`config.mk`:
```
export PLATFORM = sky130hd
export DESIGN_NAME = fetch_redirect_ctrl_flat
export DESIGN_NICKNAME = d
export VERILOG_FILES = /design/src/rtl/fetch_redirect_ctrl_if.sv /design/src/rtl/fetch_redirect_ctrl.sv /design/src/flat_wrapper.sv
export SDC_FILE = /design/constraint.sdc
export NUM_CORES = 1
export LEC_CHECK = 0
export ABC_CLOCK_PERIOD_IN_PS = 3300
export CAP_MARGIN = 20
export CORE_MARGIN = 5
export CORE_UTILIZATION = 49
export CTS_CLUSTER_SIZE = 10
export DETAILED_ROUTE_END_ITERATION = 16
export GPL_ROUTABILITY_DRIVEN = 0
export PLACE_DENSITY = 0.86
export SYNTH_ARGS = -nofsm -noshare
export SYNTH_HDL_FRONTEND = slang
export SYNTH_SLANG_ARGS = --single-unit
```
`constraint.sdc`:
```
create_clock -name clk -period 3.3 [get_ports clk]
set_input_delay 0.66 -clock clk [delete_from_list [all_inputs] [get_ports clk]]
set_output_delay 0.66 -clock clk [all_outputs]
set_load 0.01 [all_outputs]
```
`src/rtl/fetch_redirect_ctrl_if.sv`:
```
// Fetch redirect bundle: IF stall/request inputs and pc redirect outputs.
// master drives requests and stalls, slave is the redirect controller.
interface fetch_redirect_ctrl_if;
  logic        icache_stall;
  logic        if_stall_i;
  logic        branch_en;
  logic [31:0] branch_pc_i;
  logic        pc_flush_i;
  logic [31:0] flush_pc_i;
  logic        slot_done_i;
  logic        redir_valid_o;
  logic [31:0] redir_pc_o;
  logic        redir_is_flush_o;
  logic        squash_o;
  logic        busy_o;
  logic [7:0]  drop_cnt_o;

  modport master (
    output icache_stall, if_stall_i,
    output branch_en, branch_pc_i,
    output pc_flush_i, flush_pc_i,
    output slot_done_i,
    input  redir_valid_o, redir_pc_o,
    input  redir_is_flush_o, squash_o,
    input  busy_o, drop_cnt_o
  );

  modport slave (
    input  icache_stall, if_stall_i,
    input  branch_en, branch_pc_i,
    input  pc_flush_i, flush_pc_i,
    input  slot_done_i,
    output redir_valid_o, redir_pc_o,
    output redir_is_flush_o, squash_o,
    output busy_o, drop_cnt_o
  );
endinterface

```
`src/rtl/fetch_redirect_ctrl.sv`:
```
// Holds branch/flush redirects until IF can take them, then issues one cycle.
// Ports: clk, rst_n (async low), bus (fetch_redirect_ctrl_if.slave).
module fetch_redirect_ctrl (
  input logic                 clk,
  input logic                 rst_n,
  fetch_redirect_ctrl_if.slave bus
);
  typedef enum logic [1:0] {
    IDLE,
    HOLD,
    ISSUE
  } state_t;

  state_t      state, state_n;
  logic [31:0] tgt_pc, tgt_pc_n;
  logic [31:0] out_pc, out_pc_n;
  logic        is_flush, is_flush_n;
  logic        need_slot, need_slot_n;
  logic        out_flush, out_flush_n;
  logic [7:0]  drop_cnt;
  logic        drop;
  logic        fetch_free;
  logic        held_br;

  assign fetch_free = !bus.icache_stall
                    && !bus.if_stall_i;
  assign held_br = (state == HOLD) && !is_flush;

  always_comb begin
    state_n     = state;
    tgt_pc_n    = tgt_pc;
    is_flush_n  = is_flush;
    need_slot_n = need_slot;
    out_pc_n    = out_pc;
    out_flush_n = out_flush;
    drop        = 1'b0;
    if (bus.pc_flush_i) begin
      tgt_pc_n    = bus.flush_pc_i;
      is_flush_n  = 1'b1;
      need_slot_n = 1'b0;
      state_n     = HOLD;
      drop        = bus.branch_en || held_br;
    end else if (bus.branch_en) begin
      drop = (state == HOLD);
      // A held flush always outranks a later branch.
      if (!((state == HOLD) && is_flush)) begin
        tgt_pc_n    = bus.branch_pc_i;
        is_flush_n  = 1'b0;
        need_slot_n = !bus.slot_done_i;
        state_n     = HOLD;
      end
    end else begin
      case (state)
        HOLD: begin
          if (bus.slot_done_i) need_slot_n = 1'b0;
          if (fetch_free && !need_slot_n) begin
            state_n     = ISSUE;
            out_pc_n    = tgt_pc;
            out_flush_n = is_flush;
          end
        end
        ISSUE:   state_n = IDLE;
        default: state_n = IDLE;
      endcase
    end
  end

  always_ff @(posedge clk or negedge rst_n) begin
    if (!rst_n) begin
      state     <= IDLE;
      tgt_pc    <= '0;
      is_flush  <= 1'b0;
      need_slot <= 1'b0;
      out_pc    <= '0;
      out_flush <= 1'b0;
      drop_cnt  <= '0;
    end else begin
      state     <= state_n;
      tgt_pc    <= tgt_pc_n;
      is_flush  <= is_flush_n;
      need_slot <= need_slot_n;
      out_pc    <= out_pc_n;
      out_flush <= out_flush_n;
      if (drop && drop_cnt != 8'hFF)
        drop_cnt <= drop_cnt + 8'd1;
    end
  end

  assign bus.redir_valid_o    = (state == ISSUE);
  assign bus.redir_pc_o       = out_pc;
  assign bus.redir_is_flush_o = out_flush;
  assign bus.busy_o           = (state != IDLE);
  assign bus.drop_cnt_o       = drop_cnt;
  // The delay slot of a pending branch must still execute.
  assign bus.squash_o = (state != IDLE)
                      && (is_flush || !need_slot);
endmodule

```
`src/flat_wrapper.sv`:
```
// flat-port wrapper written by rule: the top's interface ports become plain ports
module fetch_redirect_ctrl_flat 
  (clk, rst_n, bus_icache_stall, bus_if_stall_i, bus_branch_en, bus_branch_pc_i, bus_pc_flush_i, bus_flush_pc_i, bus_slot_done_i, bus_redir_valid_o, bus_redir_pc_o, bus_redir_is_flush_o, bus_squash_o, bus_busy_o, bus_drop_cnt_o);
  fetch_redirect_ctrl_if bus_i ();
  input logic clk;
  input logic rst_n;
  input wire logic [$bits(bus_i.icache_stall)-1:0] bus_icache_stall;
  input wire logic [$bits(bus_i.if_stall_i)-1:0] bus_if_stall_i;
  input wire logic [$bits(bus_i.branch_en)-1:0] bus_branch_en;
  input wire logic [$bits(bus_i.branch_pc_i)-1:0] bus_branch_pc_i;
  input wire logic [$bits(bus_i.pc_flush_i)-1:0] bus_pc_flush_i;
  input wire logic [$bits(bus_i.flush_pc_i)-1:0] bus_flush_pc_i;
  input wire logic [$bits(bus_i.slot_done_i)-1:0] bus_slot_done_i;
  output wire logic [$bits(bus_i.redir_valid_o)-1:0] bus_redir_valid_o;
  output wire logic [$bits(bus_i.redir_pc_o)-1:0] bus_redir_pc_o;
  output wire logic [$bits(bus_i.redir_is_flush_o)-1:0] bus_redir_is_flush_o;
  output wire logic [$bits(bus_i.squash_o)-1:0] bus_squash_o;
  output wire logic [$bits(bus_i.busy_o)-1:0] bus_busy_o;
  output wire logic [$bits(bus_i.drop_cnt_o)-1:0] bus_drop_cnt_o;
  assign bus_i.icache_stall = bus_icache_stall;
  assign bus_i.if_stall_i = bus_if_stall_i;
  assign bus_i.branch_en = bus_branch_en;
  assign bus_i.branch_pc_i = bus_branch_pc_i;
  assign bus_i.pc_flush_i = bus_pc_flush_i;
  assign bus_i.flush_pc_i = bus_flush_pc_i;
  assign bus_i.slot_done_i = bus_slot_done_i;
  assign bus_redir_valid_o = bus_i.redir_valid_o;
  assign bus_redir_pc_o = bus_i.redir_pc_o;
  assign bus_redir_is_flush_o = bus_i.redir_is_flush_o;
  assign bus_squash_o = bus_i.squash_o;
  assign bus_busy_o = bus_i.busy_o;
  assign bus_drop_cnt_o = bus_i.drop_cnt_o;
  fetch_redirect_ctrl u_core (.clk(clk), .rst_n(rst_n), .bus(bus_i));
endmodule
```
==> results of run 1 <==
## kinds of logic (layout without fill, tap and decap cells)
family	after synthesis	count (layout)	synth area share
AOI/OAI and AO/OA	44	44	0.0772
adders and majority gates	1	1	0.00377
buffers and inverters	17	137	0.0218
xor gates and xnor gates	5	5	0.0132
muxes	68	68	0.218
DFF	77	77	0.580
and+or+nand+nor	60	60	0.0855
## synth_stat cells
cell type and count:
nor2b_2 1, and3b_1 1, clkbuf_1 6, nand3_2 1, dfrtp_1 77, ha_1 1
xnor2_1 1, a211oi_2 1, nor2_1 4, inv_1 4, nor2b_1 1, nor3_1 3
nor3b_1 1, mux2_2 33, and3_1 1, mux2_1 3, nand2_1 35, and2_1 1
a21oi_1 2, xor2_1 4, a21boi_0 1, nand3b_1 1, mux2i_1 32, nand3_1 1
a21oi_2 1, nor2_2 1, a311oi_4 1, nand4_1 3, or2_2 2, a31oi_1 1
buf_2 7, nand2b_1 3, o21ai_0 37
## final cells by class
| type | instances | area, um2 |
|---|---|---|
| sequential | 77 | 1930 |
| fill | 515 | 1900 |
| multi-input combinational | 178 | 1330 |
| timing repair buffer | 117 | 1170 |
| clock buffer | 10 | 128 |
| clock inverter | 6 | 111 |
| tap | 80 | 100 |
| inverter | 4 | 15.0 |
## where the power goes
part	switching, mW	total [mW]	leakage [nW]	internal [mW]
Sequential	0.150	1.31	0.938	1.16
Clock	0.341	0.843	0.116	0.503
Combinational	0.329	0.858	1.06	0.530
## layer usage
metal  routed length [um]  track usage  up-vias
met5                    0            0        -
met4                  118       0.0743        0
met3                  466       0.0447       12
met2                 3650        0.300       76
met1                 2990        0.223     1154
li1                     -            -     1180
## worst max-delay path: stages (launching register included)
cell             delay [ps]
dfrtp_1                 420
or2_2                   340
a21boi_0                150
clkdlybuf4s50_1         490
## worst max path at each step
stage | end | slack, ps | cells after the start
3_3_place_gp | u_core.bus.redir_pc_o[24]$_DFFE_PN0P_ | 770 | 5
2_1_floorplan | u_core.bus.redir_pc_o[10]$_DFFE_PN0P_ | 1520 | 5
3_5_place_dp | u_core.bus.redir_pc_o[24]$_DFFE_PN0P_ | 710 | 5
5_1_grt | bus_squash_o | 820 | 3
6_report | bus_squash_o | 900 | 3
4_1_cts | bus_squash_o | 890 | 3
## flip-flops by register name (all words and copies together) (netlist names)
name / cells
u_core.bus.redir_pc_o: 32
u_core.tgt_pc: 32
u_core.bus.drop_cnt_o: 8
u_core.state: 2
u_core.bus.redir_is_flush_o: 1
u_core.is_flush: 1
u_core.need_slot: 1
==> impl_metrics.toml, run 1 <==
[synth]
synth_nets = 344
synth_top_cell_by_area = "dfrtp_1"
syn_area_um2 = 3320
synth.avg_cell_area_um2 = 12.2
synth_top_area_share = 0.580
synth.yosys.seq_area_share = 0.580
synth_area_leaders = "dfrtp_1 58%, mux2_2 11%, mux2i_1 9.6%"
synth.distinct_cells = 33
ys_warn_count = 0
synth_cells = 272
synth-seq-cells = 77

[placement]
place_ws_ps = 709
placed_area_um2 = 4540
placed_cells = 456
hpwl_mm = 5.33
portBuffers = 114

[worst_hold_path]
hold_path.class = "in -> async"

[cts]
cts-root-buf = "clkbuf_8"
cts_resized = 0
cts-htree-levels = 3
insertion_delay_ps = 350
clockBufferDepth = 2
cts_tree = "yes"
cts_buffers = 9
cts_sinks = 77
hold_buffers = 0
postCtsSetupBuffers = 0
clk_pin_slew_ps = 80

[run]
cap_viol_max_count = 0

[setup_path]
r2r_end = "u_core.bus.redir_pc_o[21]$_DFFE_PN0P_"
cp.arrival_ps = 1740
crit_fanout = 6
endpoint_kind = "primary output"
ff2ff_setup_slack_ps = 1540
worstSetupPathType = "reg -> out"
rr_worst_depth = 4
reg2reg_from = "u_core.need_slot$_DFFE_PN0P_"
crit_start = "u_core.state[1]$_DFFE_PN0P_"
crit_required_ps = 2640
cp-start-kind = "flop"

[cells_and_area]
final_cell_mix = "112 x clkdlybuf4s50_1, 77 x dfrtp_1, 37 x o21ai_0"
drive_gt1_frac = 0.156
finish.instance_area_um2 = 4780
synthToLayoutAreaGrowth_pct = 43.9
final_nets = 459
diodes = 0
layout_commonest_cell = "clkdlybuf4s50_1"
final_util = 0.715
layoutNonFillerInstCount = 472

[power]
p_per_area_nw_per_um2 = 630
power_mw = 3.01
p_leak_nw = 2.11
vdd_ir_drop_max_uv = 322

[detailed_routing]
wl_per_cell_um = 15.3
drt_iter0_drc = 50
firstDrtPassIters = 4
drtAntennaViolNets = 0
vias = 2422
vias_per_cell = 5.13
drc = 0
drt_wl_total_mm = 7.23

[floorplan]
die_h_um = 92.3
start_util = 0.497
ios = 115
fp-row-count = 30
die_x_um = 92.3
die_area_um2 = 8530
coreArea_um2 = 6680

[sta]
tns_ps = 0
setup_viol = 0
hold_violations = 0
fin_worst_skew_ps = 10.5
fin_hold_ws_ps = 444
tightest_slew_ps = 932
fmax_ghz = 0.417
fin_crit_ps = 2400
rsz0062_at_grt = "false"
finalCritPeriodShare = 0.726
slew_headroom = 0.379
worst_slack_ps = 904
maxSlewViolCount = 0

[global_routing]
grt_max_degree = 78
grt_pass1_vias = 2469
antenna_found_initial = 0
track_usage = 0.180
grt-ovfl-total = 0
grt_pass1_wl_mm = 12.0

[outcome]
status = "finished clean"
Power figures use the tool's default switching activity.
==> run 2, diff against run 1 <==
- ABC_CLOCK_PERIOD_IN_PS: 3300 -> 1900
- CORE_UTILIZATION: 49 -> 41
- PLACE_DENSITY: 0.86 -> 0.76
- clock period: 3.3 -> 1.9 ns (I/O delays scaled with it)
==> run 2 against run 1 <==
Register-to-register slack got worse by 1300 ps. Clock skew fell by 1.5 ps. Clock-buffer cell count rose by 2. Global-route usage fell by 2.9 points. Cell area rose by 1.8%. Cell count rose by 7.0%. Largest power group unchanged. Highest routed layer unchanged.
==> impl_metrics.toml, run 2 (synthesis gave the netlist of run 1 again) <==
[cts]
clk_pin_slew_ps = 80
cts_tree = "yes"
cts-htree-levels = 3
cts-root-buf = "clkbuf_8"
cts_buffers = 9
clockBufferDepth = 2
insertion_delay_ps = 330
cts_sinks = 77

[cells_and_area]
drive_gt1_frac = 0.176
final_cell_mix = "109 x clkdlybuf4s50_1, 77 x dfrtp_1, 37 x o21ai_0"
layoutNonFillerInstCount = 505
layout_commonest_cell = "clkdlybuf4s50_1"
diodes = 0
final_nets = 470
fill_cells = 646
synthToLayoutAreaGrowth_pct = 46.4
finish.instance_area_um2 = 4860

[placement]
placed_area_um2 = 4660
place_ws_ps = -102
placed_cells = 487
hpwl_mm = 5.48
portBuffers = 114

[global_routing]
grt-ovfl-total = 0
grt_max_degree = 65
grt_pass1_vias = 2633
track_usage = 0.151
antenna_found_initial = 0
grt_pass1_wl_mm = 12.2

[detailed_routing]
drtAntennaViolNets = 0
firstDrtPassIters = 4
drc = 0
vias_per_cell = 4.87
wl_per_cell_um = 14.6
vias = 2459
drt_iter0_drc = 41
drt_wl_total_mm = 7.37

[power]
p_int_mw = 3.60
p_sw_mw = 1.39
power_mw = 4.99
vdd_ir_drop_max_uv = 511
swShare = 0.279
p_per_area_nw_per_um2 = 1030
clkPwrFrac = 0.242
pwr-share-comb = 0.303
p_seq_frac = 0.456
p_leak_nw = 2.16

[setup_path]
path_cells = "clkdlybuf4s50_1"
critPathBufInv = 1
cp.arrival_ps = 1370
slowest_stage = "clkdlybuf4s50_1"
slowest_delay_ps = 580
cp-start-kind = "flop"
crit_required_ps = 1520
worstSetupPathType = "reg -> out"
endpoint_kind = "primary output"
critPathTopFamily = "buffers and inverters"
crit_fanout = 6

[floorplan]
coreArea_um2 = 7810
die_x_um = 100
ios = 115
fp-row-count = 32
start_util = 0.425
die_h_um = 100
die_area_um2 = 10000

[worst_hold_path]
hold_path.class = "reg -> reg"

[outcome]
status = "finished clean"

[run]
cap_viol_max_count = 0

[sta]
finalCritPeriodShare = 0.921
fin_crit_ps = 1750
fmax_ghz = 0.571
setup_viol = 0
worst_slack_ps = 149
rsz0062_at_grt = "false"
hold_violations = 0
tightest_slew_ps = 429
fin_worst_skew_ps = 8.94
slew_headroom = 0.714
maxSlewViolCount = 0
-- run 2: changes by cell type in the layout (fill, tap and decap cells not counted), sizes merged --
cell	change
buf	+10
dlygate4sd2	+2
clkbuf	+3
bufinv	-2
dlygate4sd3	+1
clkdlybuf4s50	-3
-- run 2: final timing paths --
kind | startpoint | end | slack (ps) | depth (start not counted)
worst max-delay path | u_core.bus.drop_cnt_o[4]$_DFFE_PN0P_ | bus_drop_cnt_o[4] | 150 | 1
worst min-delay path | u_core.tgt_pc[30]$_DFFE_PN0P_ | u_core.tgt_pc[30]$_DFFE_PN0P_ | 470 | 2
worst max register to register | u_core.state[1]$_DFFE_PN0P_ | u_core.bus.drop_cnt_o[6]$_DFFE_PN0P_ | 270 | 5
worst min register to register | u_core.tgt_pc[30]$_DFFE_PN0P_ | u_core.tgt_pc[30]$_DFFE_PN0P_ | 470 | 2
max in group asynchronous | rst_n | u_core.tgt_pc[25]$_DFFE_PN0P_ | 830 | 3
min in group asynchronous | rst_n | u_core.bus.drop_cnt_o[3]$_DFFE_PN0P_ | 520 | 2
-- run 2: final cells by class --
type | instances | area (um2) | share of cell area
Clock buffer | 12 | 145 | 0.0298
Clock inverter | 4 | 47.5 | 0.00978
Inverter | 4 | 15.0 | 0.00309
Multi-Input combinational cell | 178 | 1330 | 0.273
Sequential cell | 77 | 1930 | 0.396
Tap cell | 102 | 128 | 0.0262
Timing Repair Buffer | 128 | 1270 | 0.261
-- run 2: power by group through the flow --
| stage | Combinational, mW | Clock (mW) | Sequential (mW) |
|---|---|---|---|
| 5_1_grt | 1.63 | 1.31 | 2.33 |
| 2_1_floorplan | 0.487 | 0 | 2.40 |
| 6_report | 1.51 | 1.21 | 2.27 |
| 3_3_place_gp | 1.50 | 0 | 2.28 |
| 3_5_place_dp | 1.53 | 0 | 2.31 |
| 4_1_cts | 1.54 | 1.24 | 2.28 |
-- run 2: per-layer routing --
layer	wire (um)	GRT usage	vias to the layer above
met4	71	0.0497	0
met1	3100	0.178	1185
li1	-	-	1195
met5	0	0	-
met2	3660	0.260	72
met3	541	0.0493	7
-- run 2: repair_timing --
action | in CTS | in global routing
setup endpoints to repair | 3 | 1
gates resized for setup | 3 | 3
hold buffers | 1 | 0
hold endpoints to repair | 31 | 0
setup buffers | 1 | 0
-- run 2: metrics by stage --
stage / utilization / hold WS (ps) / setup TNS, ps
2_1_floorplan: - / 84.4 / 0
3_3_place_gp: 0.597 / 344 / -43.7
3_5_place_dp: 0.597 / 351 / -911
4_1_cts: 0.623 / 482 / 0
5_1_grt: 0.623 / 510 / 0
6_report: 0.623 / 475 / 0
